### src/rtl/mem_timeout_bridge.sv
// Registered CPU-to-interconnect memory bridge with an optional access timeout.
// Define MEM_TIMEOUT_EN to enable the timeout counter and sticky fault logging.
module mem_timeout_bridge #(
  parameter int          TIMEOUT_CYCLES = 1024,
  parameter int          CNT_W          = 11,
  parameter logic [31:0] ERR_RDATA      = 32'hDEADBEEF
) (
  input  logic        clk,
  input  logic        resetn,
  input  logic        s_mem_valid,
  output logic        s_mem_ready,
  input  logic [31:0] s_mem_addr,
  input  logic [31:0] s_mem_wdata,
  input  logic [3:0]  s_mem_wstrb,
  output logic [31:0] s_mem_rdata,
  output logic        m_mem_valid,
  input  logic        m_mem_ready,
  output logic [31:0] m_mem_addr,
  output logic [31:0] m_mem_wdata,
  output logic [3:0]  m_mem_wstrb,
  input  logic [31:0] m_mem_rdata,
  input  logic        fault_clr,
  output logic        fault_o,
  output logic [31:0] fault_addr
);

  typedef enum logic [1:0] {
    IDLE = 2'd0,
    REQ  = 2'd1,
    RESP = 2'd2
  } state_t;

  state_t      state_q, state_d;
  logic        m_valid_q, m_valid_d;
  logic        s_ready_q, s_ready_d;
  logic [31:0] addr_q, addr_d;
  logic [31:0] wdata_q, wdata_d;
  logic [3:0]  wstrb_q, wstrb_d;
  logic [31:0] rdata_q, rdata_d;
  logic        timeout;

`ifdef MEM_TIMEOUT_EN
  logic [CNT_W-1:0] cnt_q, cnt_d;
  logic             fault_q, fault_d;
  logic [31:0]      fault_addr_q, fault_addr_d;

  // A ready in the last REQ cycle takes priority, so it is never a timeout.
  assign timeout = (state_q == REQ) && !m_mem_ready
                   && (cnt_q == CNT_W'(TIMEOUT_CYCLES - 1));

  always_comb begin
    cnt_d = cnt_q;
    if (state_q == IDLE) begin
      cnt_d = '0;
    end else if ((state_q == REQ) && !m_mem_ready && !timeout) begin
      cnt_d = cnt_q + 1'b1;
    end
  end

  always_comb begin
    fault_d      = fault_q;
    fault_addr_d = fault_addr_q;
    if (timeout) begin
      fault_d = 1'b1;
      if (!fault_q || fault_clr) begin
        fault_addr_d = addr_q;
      end
    end else if (fault_clr) begin
      fault_d      = 1'b0;
      fault_addr_d = '0;
    end
  end

  always_ff @(posedge clk) begin
    if (!resetn) begin
      cnt_q        <= '0;
      fault_q      <= 1'b0;
      fault_addr_q <= '0;
    end else begin
      cnt_q        <= cnt_d;
      fault_q      <= fault_d;
      fault_addr_q <= fault_addr_d;
    end
  end

  assign fault_o    = fault_q;
  assign fault_addr = fault_addr_q;
`else
  logic unused_cfg;

  assign timeout    = 1'b0;
  assign fault_o    = 1'b0;
  assign fault_addr = '0;
  assign unused_cfg = ^{ERR_RDATA, 32'(TIMEOUT_CYCLES), 32'(CNT_W), fault_clr};
`endif

  always_comb begin
    state_d   = state_q;
    m_valid_d = m_valid_q;
    s_ready_d = 1'b0;
    addr_d    = addr_q;
    wdata_d   = wdata_q;
    wstrb_d   = wstrb_q;
    rdata_d   = rdata_q;
    case (state_q)
      IDLE: begin
        if (s_mem_valid) begin
          addr_d    = s_mem_addr;
          wdata_d   = s_mem_wdata;
          wstrb_d   = s_mem_wstrb;
          m_valid_d = 1'b1;
          state_d   = REQ;
        end
      end
      REQ: begin
        if (m_mem_ready) begin
          rdata_d   = m_mem_rdata;
          m_valid_d = 1'b0;
          s_ready_d = 1'b1;
          state_d   = RESP;
        end else if (timeout) begin
`ifdef MEM_TIMEOUT_EN
          rdata_d   = ERR_RDATA;
`endif
          m_valid_d = 1'b0;
          s_ready_d = 1'b1;
          state_d   = RESP;
        end
      end
      RESP: begin
        state_d = IDLE;
      end
      default: begin
        m_valid_d = 1'b0;
        state_d   = IDLE;
      end
    endcase
  end

  always_ff @(posedge clk) begin
    if (!resetn) begin
      state_q   <= IDLE;
      m_valid_q <= 1'b0;
      s_ready_q <= 1'b0;
      addr_q    <= '0;
      wdata_q   <= '0;
      wstrb_q   <= '0;
      rdata_q   <= '0;
    end else begin
      state_q   <= state_d;
      m_valid_q <= m_valid_d;
      s_ready_q <= s_ready_d;
      addr_q    <= addr_d;
      wdata_q   <= wdata_d;
      wstrb_q   <= wstrb_d;
      rdata_q   <= rdata_d;
    end
  end

  assign s_mem_ready = s_ready_q;
  assign s_mem_rdata = rdata_q;
  assign m_mem_valid = m_valid_q;
  assign m_mem_addr  = addr_q;
  assign m_mem_wdata = wdata_q;
  assign m_mem_wstrb = wstrb_q;

endmodule

### config.mk
export PLATFORM = sky130hd
export DESIGN_NAME = mem_timeout_bridge
export DESIGN_NICKNAME = d
export VERILOG_FILES = /design/src/rtl/mem_timeout_bridge.sv
export SDC_FILE = /design/constraint.sdc
export NUM_CORES = 1
export LEC_CHECK = 0
export BUFFER_PORTS_ARGS = -buffer_cell sky130_fd_sc_hd__buf_2
export CORE_MARGIN = 1.5
export CORE_UTILIZATION = 48
export CTS_CLUSTER_SIZE = 14
export DETAILED_ROUTE_END_ITERATION = 8
export PLACE_DENSITY = 0.93
export SLEW_MARGIN = 20
export SYNTH_ARGS = -nofsm -noshare
export SYNTH_HDL_FRONTEND = slang
export SYNTH_SLANG_ARGS = --single-unit
### constraint.sdc
create_clock -name clk -period 2 [get_ports clk]
set_input_delay 0.1 -clock clk [delete_from_list [all_inputs] [get_ports clk]]
set_output_delay 0.1 -clock clk [all_outputs]
set_load 0.005 [all_outputs]
==> Implementation_results.wiki <==
{| class="wikitable"
! Metric !! Value
|-
| Count of final max-slew check failures || 0
|-
| Main area contributors after synthesis || sky130_fd_sc_hd__dfxtp_1 48%, sky130_fd_sc_hd__mux2i_1 23%, sky130_fd_sc_hd__nand2_1 17%
|-
| Crit path launch type || input port
|-
| Per-cell via count in the routed design || 4.869
|-
| Share of the cycle needed by the critical path after routing || 67.46%
|-
| TritonRoute pass-1 iters || 5
|-
| Share of the synthesized area in the top cell type || 47.52%
|-
| CP arrival || 1620 ps
|-
| Wire per inst || 15.83 µm
|-
| Die Y-Extent || 98.55 µm
|-
| Type of destination of the critical path || flip-flop
|-
| Vias in the first global route || 4617
|-
| DRC violation total after the first TritonRoute iteration || 172
|-
| Cell types with the highest counts after synthesis || 201 x sky130_fd_sc_hd__nand2_1, 104 x sky130_fd_sc_hd__dfxtp_1, 100 x sky130_fd_sc_hd__mux2i_1
|-
| Post-synth EDFFs || 0
|-
| Cts bufs inserted || 9
|-
| Maximum number of pins on one net before global-route repair || 81
|-
| # DRC || 0
|-
| Worst slack on hold paths || 32.02 ps
|-
| Data required time of the worst path || 2270 ps
|-
| Worst min-delay path category || in -> reg
|-
| Number of top-level pins || 240
|-
| Routability cong. || 0.7390
|-
| Starting utilization of the core area || 50.00%
|-
| Mapped cell area || 4382 µm²
|-
| Yosys warning total || 0
|-
| Total global-route track usage || 28.17%
|-
| # rows || 34
|-
| Vias || 4290
|-
| Area growth from synthesis to layout || 48.09%
|-
| Sum of negative setup slack || 0 ps
|-
| Buffer cell driving the clock tree root || sky130_fd_sc_hd__clkbuf_8
|-
| IR Drop Worst-Case VDD || 438.6 µV
|-
| Fraction of synthesis flops using an asynchronous set or reset pin || 0%
|-
| Static power due to leakage || 3.216 nW
|-
| Number of instances in the synthesized netlist || 484
|-
| Congestion Overflow GR || 0
|-
| Register area share after synthesis || 47.52%
|-
| Detailed-route wire length || 13940 µm
|-
| HPWL after detailed placement || 7264 µm
|-
| Yosys cell types || 17
|-
| Clock tree from TritonCTS || yes
|-
| Worst setup timing slack at the placement stage || 685.7 ps
|-
| Placed cell areas || 5305 µm²
|-
| Die width || 98.55 µm
|-
| Slack of the critical path || 650.7 ps
|-
| Post-synth top flop || sky130_fd_sc_hd__dfxtp_1
|-
| Dominant cell by count in the synthesized netlist || sky130_fd_sc_hd__nand2_1
|-
| Final hold viol count || 0
|-
| Clock Pin Slew Worst Setup and Hold Paths || 100 ps
|-
| Ratio of cells with drive above 1 in the final layout || 29.37%
|-
| Number of violations of the max-capacitance limit || 0
|-
| Setup repair after global routing missed its margin || no
|-
| Result of the run || completed
|-
| Post-layout instance area || 6489 µm²
|-
| Number of nets in the layout || 873
|-
| Postcts setup bufs || 0
|-
| Yosys top cell by area || sky130_fd_sc_hd__dfxtp_1
|-
| Cell Pwr Density || 681.6 nW/µm²
|-
| Number of antenna violations at the first check in global routing || 0
|-
| Quantity of I/O buffers inserted on ports || 205
|-
| H-tree depth || 3
|-
| Final setup skew || 13.35 ps
|-
| Wire length of the first global-routing pass || 21900 µm
|-
| Clock insertion delay at the later pin of the skew report || 360 ps
|-
| Area of the die || 9711 µm²
|-
| Longest Clk Path Bufs || 2
|-
| Final critical-path required period || 1349 ps
|-
| Number of sinks on the clock net || 104
|-
| FMAX || 741.1 MHz
|-
| Cells resized by post-CTS repair || 0
|-
| Placeable Area || 8763 µm²
|-
| Highest fanout seen on the critical path || 38
|-
| Remaining number of nets flagged by the antenna check after routing || 0
|-
| Antenna diode instance count || 0
|-
| Classification of the worst setup path || in -> reg
|-
| Setup-failing EPs final || 0
|-
| Number of register bits inferred by synthesis || 104
|-
| Per-instance average area after synthesis || 9.053 µm²
|}
==> where the power goes <==
group	leakage, nW	switching [mW]	internal (mW)
clock	0.0994	0.736	0.600
combinational	2.26	0.381	0.436
sequential	0.852	0.0709	2.20
==> sequential cells by signal, indices dropped and copies added (netlist names) <==
register,count
m_mem_addr,32
m_mem_valid,1
m_mem_wdata,32
m_mem_wstrb,4
s_mem_rdata,32
s_mem_ready,1
state_q,2
==> final timing paths <==
path	cells after the start	to	from	slack, ps
setup / recovery	5	m_mem_wdata[15]	s_mem_valid	650
hold / removal	3	m_mem_wdata[31]	s_mem_wdata[31]	30
setup reg to reg	3	s_mem_rdata[30]	state_q[0]	660
hold reg to reg	2	m_mem_addr[8]	m_mem_addr[8]	460
==> placed cells by master, fill, tap and decap left out, drive strengths merged <==
cell type,n
conb,33
and3b,1
bufinv,1
a22o,1
nand2b,3
nand2,201
dlygate4sd3,98
nor3b,1
mux2i,100
nor2,2
clkinvlp,1
clkbuf,10
a21oi,1
buf,210
o21ai,1
dfxtp,104
and2,1
clkinv,1
inv,3
==> stage by stage <==
step,util (%),cells,total power [mW]
global route,74.04,881,4.625
finish,74.04,881,4.423
global placement,60.54,767,2.902
detailed placement,60.54,767,2.940
CTS,74.04,881,4.415
floorplan,-,516,2.714
==> cells by family (layout without fill, tap and decap cells) <==
group                  after synthesis  count (layout)  share of synthesized area, %
other                                1              33                       0.08558
AO/OA/AOI/OAI                        3               3                        0.4281
buffers and inverters               67             324                         10.68
flip-flops                         104             104                         47.52
AND/OR/NAND/NOR                    209             209                         18.45
multiplexers                       100             100                         22.84
==> layer usage <==
metal / vias up / global-route usage (%) / part of all wire (%)
met4: 0 / 16.14 / 4.7
met3: 62 / 8.085 / 8.3
li1: 2040 / - / -
met2: 260 / 50.47 / 50
met5: - / 0 / 0
met1: 1928 / 29.32 / 37
==> layout make-up <==
| cell class | instances | area (µm²) |
|---|---|---|
| Clock buffer | 10 | 127.6 |
| Timing Repair Buffer | 308 | 2110 |
| Fill cell | 534 | 2275 |
| Tap cell | 108 | 135.1 |
| Clock inverter | 6 | 75.07 |
| Sequential cell | 104 | 2082 |
| Multi-Input combinational cell | 345 | 1959 |
==> critical path, cell delays in order <==
cell and delay (ps):
sky130_fd_sc_hd__dlygate4sd3_1 530, sky130_fd_sc_hd__buf_2 120, sky130_fd_sc_hd__nor3b_4 290, sky130_fd_sc_hd__buf_12 300, sky130_fd_sc_hd__mux2i_1 250
==> repair_timing <==
action                                  4_1_cts  5_1_grt
endpoints found under the hold margin        98        0
endpoints found under the setup margin        0        0
hold buffers                                 98        0
Power figures use the tool's default switching activity.
